==> config.mk <==
export PLATFORM = sky130hd
export DESIGN_NAME = two_four_decoder_pipe
export DESIGN_NICKNAME = d
export VERILOG_FILES = /design/src/rtl/two_four_decoder_pipe_pkg.sv /design/src/rtl/two_four_decoder_pipe_skid_buffer.sv /design/src/rtl/two_four_decoder_pipe.sv
export SDC_FILE = /design/constraint.sdc
export NUM_CORES = 1
export LEC_CHECK = 0
export CAP_MARGIN = 20
export CELL_PAD_IN_SITES_DETAIL_PLACEMENT = 1
export CELL_PAD_IN_SITES_GLOBAL_PLACEMENT = 1
export CORE_ASPECT_RATIO = 0.8
export CORE_MARGIN = 2
export CORE_UTILIZATION = 37
export CTS_CLUSTER_SIZE = 40
export DETAILED_ROUTE_END_ITERATION = 12
export HOLD_SLACK_MARGIN = 0.06
export PLACE_DENSITY = 0.9
export SLEW_MARGIN = 20
export SYNTH_ARGS = -nofsm -noshare
export SYNTH_HDL_FRONTEND = slang
export SYNTH_HIERARCHICAL = 1
export SYNTH_SLANG_ARGS = --single-unit
==> constraint.sdc <==
create_clock -name Clk -period 1.9 [get_ports Clk]
set_input_delay 0.38 -clock Clk [delete_from_list [all_inputs] [get_ports Clk]]
set_output_delay 0.38 -clock Clk [all_outputs]
set_load 0.03 [all_outputs]
==> src/rtl/two_four_decoder_pipe_pkg.sv <==
// ---------------------------------------------------------------------------
// two_four_decoder_pipe_pkg
// Shared definitions for the 2:4 decoder pipeline.
//   CODE_W     - width of the binary line index (2)
//   LINE_CNT   - number of decoded output lines (4)
//   ZERO_WORD  - decoded word when no line is active
//   bufState_t - occupancy of the 2-entry output skid buffer
//   decodeLine - binary index (+ zero flag) to one-hot line word
// ---------------------------------------------------------------------------
package two_four_decoder_pipe_pkg;

    localparam int CODE_W   = 2;
    localparam int LINE_CNT = 4;

    localparam logic [LINE_CNT-1:0] ZERO_WORD = '0;

    // Buffer occupancy: EMPTY holds no word, BUSY holds one word in the
    // main register, FULL holds a second word in the skid register too.
    typedef enum logic [1:0] {
        EMPTY = 2'd0,
        BUSY  = 2'd1,
        FULL  = 2'd2
    } bufState_t;

    // The index is only looked at when isZero is low, so an unknown code
    // alongside a set zero flag still decodes cleanly to the all-zero word.
    function automatic logic [LINE_CNT-1:0] decodeLine(
        input logic [CODE_W-1:0] code,
        input logic              isZero
    );
        logic [LINE_CNT-1:0] word;
        word = ZERO_WORD;
        if (!isZero) begin
            word[code] = 1'b1;
        end
        return word;
    endfunction

endpackage

==> src/rtl/two_four_decoder_pipe_skid_buffer.sv <==
// ---------------------------------------------------------------------------
// skid_buffer
// Two-entry valid/ready output stage: a main register that drives the
// downstream side and a skid register that catches the one word that can
// arrive after the main register stalls.
//   Clk       - clock, all state updates on the rising edge
//   Rst       - synchronous active-high reset, discards both entries
//   in_valid  - upstream word on in_data is valid
//   in_ready  - registered, high while the skid register is empty
//   in_data   - upstream word
//   out_valid - main register holds a word
//   out_ready - downstream takes the main register word this cycle
//   out_data  - main register contents
// ---------------------------------------------------------------------------
module skid_buffer
    import two_four_decoder_pipe_pkg::*;
#(
    parameter int DATA_W = 4
) (
    input  logic              Clk,
    input  logic              Rst,
    input  logic              in_valid,
    output logic              in_ready,
    input  logic [DATA_W-1:0] in_data,
    output logic              out_valid,
    input  logic              out_ready,
    output logic [DATA_W-1:0] out_data
);

    bufState_t         state;
    bufState_t         stateNext;
    logic [DATA_W-1:0] mainReg;
    logic [DATA_W-1:0] skidReg;
    logic              inReadyReg;
    logic              accept;
    logic              drain;
    logic              loadMainFromIn;
    logic              loadMainFromSkid;
    logic              loadSkid;

    assign accept    = in_valid && inReadyReg;
    assign drain     = (state != EMPTY) && out_ready;
    assign in_ready  = inReadyReg;
    assign out_valid = (state != EMPTY);
    assign out_data  = mainReg;

    // Next-state and register-load decisions. A new word normally goes
    // straight into the main register; it only lands in the skid register
    // when the main register is occupied and not draining. When the main
    // register drains while FULL, the skid word moves up so ordering is
    // preserved. in_ready is low in FULL, so no accept can occur there.
    always_comb begin
        stateNext        = state;
        loadMainFromIn   = 1'b0;
        loadMainFromSkid = 1'b0;
        loadSkid         = 1'b0;
        case (state)
            EMPTY: begin
                if (accept) begin
                    stateNext      = BUSY;
                    loadMainFromIn = 1'b1;
                end
            end
            BUSY: begin
                if (accept && drain) begin
                    loadMainFromIn = 1'b1;
                end else if (accept) begin
                    stateNext = FULL;
                    loadSkid  = 1'b1;
                end else if (drain) begin
                    stateNext = EMPTY;
                end
            end
            FULL: begin
                if (drain) begin
                    stateNext        = BUSY;
                    loadMainFromSkid = 1'b1;
                end
            end
            default: begin
                stateNext = EMPTY;
            end
        endcase
    end

    // State, data and ready registers. in_ready is registered from the
    // next state so it falls the cycle after the skid register fills and
    // rises the cycle after it empties; it is held low throughout reset
    // and comes up on the first edge without reset.
    always_ff @(posedge Clk) begin
        if (Rst) begin
            state      <= EMPTY;
            mainReg    <= '0;
            skidReg    <= '0;
            inReadyReg <= 1'b0;
        end else begin
            state      <= stateNext;
            inReadyReg <= (stateNext != FULL);
            if (loadMainFromIn) begin
                mainReg <= in_data;
            end else if (loadMainFromSkid) begin
                mainReg <= skidReg;
            end
            if (loadSkid) begin
                skidReg <= in_data;
            end
        end
    end

endmodule

==> src/rtl/two_four_decoder_pipe.sv <==
// ---------------------------------------------------------------------------
// two_four_decoder_pipe
// Pipelined 2:4 decoder with a valid/ready handshake on both sides.
//   CNT_W     - width of the saturating accepted-word counter
//   Clk       - clock, all state updates on the rising edge
//   Rst       - synchronous active-high reset
//   in_valid  - upstream word (Y, zero) is valid
//   in_ready  - block can accept a word this cycle
//   Y         - binary index of the active line
//   zero      - no line active, Y ignored
//   out_valid - W holds a valid decoded word
//   out_ready - downstream accepts W this cycle
//   W         - registered one-hot word, or all zeros when zero was set
//   cnt       - saturating count of words accepted since reset
// ---------------------------------------------------------------------------
module two_four_decoder_pipe
    import two_four_decoder_pipe_pkg::*;
#(
    parameter int CNT_W = 8
) (
    input  logic                Clk,
    input  logic                Rst,
    input  logic                in_valid,
    output logic                in_ready,
    input  logic [CODE_W-1:0]   Y,
    input  logic                zero,
    output logic                out_valid,
    input  logic                out_ready,
    output logic [LINE_CNT-1:0] W,
    output logic [CNT_W-1:0]    cnt
);

    logic [LINE_CNT-1:0] decodedWord;
    logic                accept;

    assign accept = in_valid && in_ready;

    // Decode sits ahead of the buffer so the word stored in the main
    // register is already one-hot; this gives the single cycle of latency.
    always_comb begin
        decodedWord = decodeLine(Y, zero);
    end

    skid_buffer #(
        .DATA_W (LINE_CNT)
    ) outBuffer (
        .Clk       (Clk),
        .Rst       (Rst),
        .in_valid  (in_valid),
        .in_ready  (in_ready),
        .in_data   (decodedWord),
        .out_valid (out_valid),
        .out_ready (out_ready),
        .out_data  (W)
    );

    // Accepted-word counter. Every handshake counts, including all-zero
    // words, and the count sticks at its maximum instead of wrapping.
    always_ff @(posedge Clk) begin
        if (Rst) begin
            cnt <= '0;
        end else if (accept && (cnt != '1)) begin
            cnt <= cnt + CNT_W'(1);
        end
    end

endmodule

==> metrics.md <==
| Metric | Value |
|---|---|
| Ports | 21 |
| Fin crit period | between 1.5 and 2 ns |
| CP Capture Type | output pin |
| FMAX | approximately 550 MHz |
| Vias in the first global route | around 830 |
| Syn Area/Cell | 9.44 um^2 |
| Nets | approximately 140 |
| GRT Util Overall | approximately 17% |
| Post-synth EDFFs | 0 |
| CTS clk-pin slew, worst paths | around 0.10 ns |
| Power per cell area | ~600 nW/um^2 |
| Util after Layout | 50.7% |
| DRT Pass-1 Iters | 4 |
| Critical path peak fanout | 6 |
| DRT iter0 DRCs | 7 |
| Die ar. | 3000 um^2 |
| Share of cells above drive strength 1 | around 14% |
| Final period util | roughly 95% |
| Req. time, crit path | 1.52 ns |
| Hold Fails Final Rpt | 0 |
| CTS Buf Count | 3 |
| Cell Area, Synth | ~950 um^2 |
| Longest Clk Path Bufs | 2 |
| CTS tree | built |
| Residual DRC | 0 |
| Core ar. | 2440 um^2 |
| CP Launch Type | register |
| Yosys warning total | 6 |
| FFs w/ async S/R, synth | 0% |
| Cells along the critical path | clkdlybuf4s50_1 |
| Antenna violations before repair | 0 |
| Net Count, Synth | between 100 and 150 |
| Initial core utilization | between 30% and 40% |
| Slew HR | between 70% and 80% |
| Actual slew at the worst max-slew pin | ~0.35 ns |
| Site Rows | 16 |
| Power Total | roughly 740 uW |
| WP buf/inv | 1 |
| DRT Wirelength | about 2200 um |
| Clk_skew | 0.00480 ns |
| Post-CTS Setup Inserts | 0 |
| Latest clock arrival within the worst-skew pair | about 0.29 ns |
| GPL Wtd Cong | 0.739 |
| IO buf count | 20 |
| Area grow syn2layout | 29.9% |
| Leak pwr | roughly 0.51 nW |
| Status | complete, no violations |
| Antenna-violating nets left | 0 |
| Final setup violating endpoints | 0 |
| Hold Crit Class | reg -> reg |
| First-pass GRT wire length | 3860 um |
| ANT cells | 0 |
| Max VDD drop | 0.309 mV |
| Root Buffer | clkbuf_4 |
| Ys flop type | dfxtp_1 |
| H-tree levels | 1 |
| Register area share after synthesis | about two fifths |
| CTS sink cnt | 19 |
| Largest net degree at the start of global routing | 12 |
| Cells after synthesis | about 100 |
| Global route overflow | 0 |
| Synth unique cells | 39 |
| Crit path max-delay family | buffers and inverters |
| Die H | a little under 50 um |
| Critical path type | reg -> out |
| RSZ-0062 raised after global routing | no |
| Crit path largest cell delay | 0.71 ns |
| Vias per Instance | between 5 and 6 |
| #FFs+latches synth | 19 |
| Max-slew violation count | 0 |
| Hold buffers post-CTS | 0 |
| Die width | 60.8 um |
| CP arrival | between 1 and 1.5 ns |
| Max Cap Viol | 0 |
| Wirelength per Cell | around 14 um |
| Post-DP HPWL | between 1500 and 2000 um |
| DR vias | 832 |
| CP max-delay cell | clkdlybuf4s50_1 |
## synthesized netlist by cell type (all sizes together) (2+ instances only)
library cell	instances	area share, %
dfxtp	19	40
nor2	17	6.7
mux2i	10	10
a211oi	6	6.8
nand2	5	2.0
nor3b	4	4.9
a21oi	3	1.6
and3	3	2.0
nand3	3	2.1
nor2b	3	2.2
nor3	3	1.6
a31oi	2	1.3
buf	2	1.7
nand4	2	2.0
or3	2	1.3
## through the flow
step	TNS (ns)	cells	setup WS, ns	instance area, um^2	hold WS, ns
2_1_floorplan	0	101	0.317	953	0.452
3_3_place_gp	0	158	0.0869	1210	0.474
3_5_place_dp	-0.0183	158	-0.0183	1210	0.498
4_1_cts	0	162	0.0116	1230	0.530
5_1_grt	0	162	0.0311	1240	0.561
6_report	0	162	0.0884	1240	0.520
## logic make-up (layout without fill, tap and decap cells)
| logic type | count (synthesis) | count (layout) | share of synthesized area [%] |
|---|---|---|---|
| multiplexers | 10 | 10 | 10.5 |
| AND/OR/NAND/NOR | 48 | 48 | 29.4 |
| adder cells (fa/ha/maj) | 1 | 1 | 1.31 |
| buffers and inverters | 5 | 30 | 3.54 |
| XOR/XNOR | 2 | 2 | 1.84 |
| AO/OA/AOI/OAI | 16 | 16 | 13.5 |
| flip-flops | 19 | 19 | 39.9 |
## area by class of cell
cell class                 instances  area, um^2
clock buffer                       4        26.3
fill                             300        1200
inverter                           1        3.75
multi-input combinational         77         539
sequential                        19         380
tap                               36        45.0
timing repair buffer              25         244
## cell usage in the layout (no fill, tap or decap), drive strengths merged, types with 2 or more instances in the layout
| master | Yosys | routed |
|---|---|---|
| a211oi | 6 | 6 |
| a21oi | 3 | 3 |
| a31oi | 2 | 2 |
| and3 | 3 | 3 |
| buf | 2 | 5 |
| clkbuf | 1 | 4 |
| clkdlybuf4s50 | 0 | 16 |
| dfxtp | 19 | 19 |
| dlymetal6s2s | 0 | 3 |
| mux2i | 10 | 10 |
| nand2 | 5 | 5 |
| nand3 | 3 | 3 |
| nand4 | 2 | 2 |
| nor2 | 17 | 17 |
| nor2b | 3 | 3 |
| nor3 | 3 | 3 |
| nor3b | 4 | 4 |
| or3 | 2 | 2 |
## registers in the layout, indices dropped and copies added (netlist names)
register,cells
outBuffer/skidReg,4
cnt,8
outBuffer/state,2
outBuffer/in_ready,1
outBuffer/out_data,4
## final timing paths
check	start	to	slack, ns	cells after the start
max	cnt[7]	cnt[7]	0.09	1
min	outBuffer/skidReg[0]	outBuffer/skidReg[0]	0.52	2
max reg2reg	outBuffer/in_ready	outBuffer/out_data[0]	0.36	4
min reg2reg	outBuffer/skidReg[0]	outBuffer/skidReg[0]	0.52	2
## report_power, final
part	internal [mW]	switching (mW)	total, mW
Sequential	0.411	0.0114	0.422
Combinational	0.0593	0.0685	0.128
Clock	0.0815	0.113	0.194
## metal layers
metal  up-vias  GRT usage, %  wire length, um
met1       408          23.1             1040
met2         8          26.7             1120
met4         0          3.26               19
met5         -             0                0
met3         2          3.98               46
li1        414             -                -
## timing repair
item                       4_1_cts  5_1_grt
pin swaps                        0        0
setup endpoints to repair        1        3
resized for setup                1        3
(Power assumes the default switching activity.)
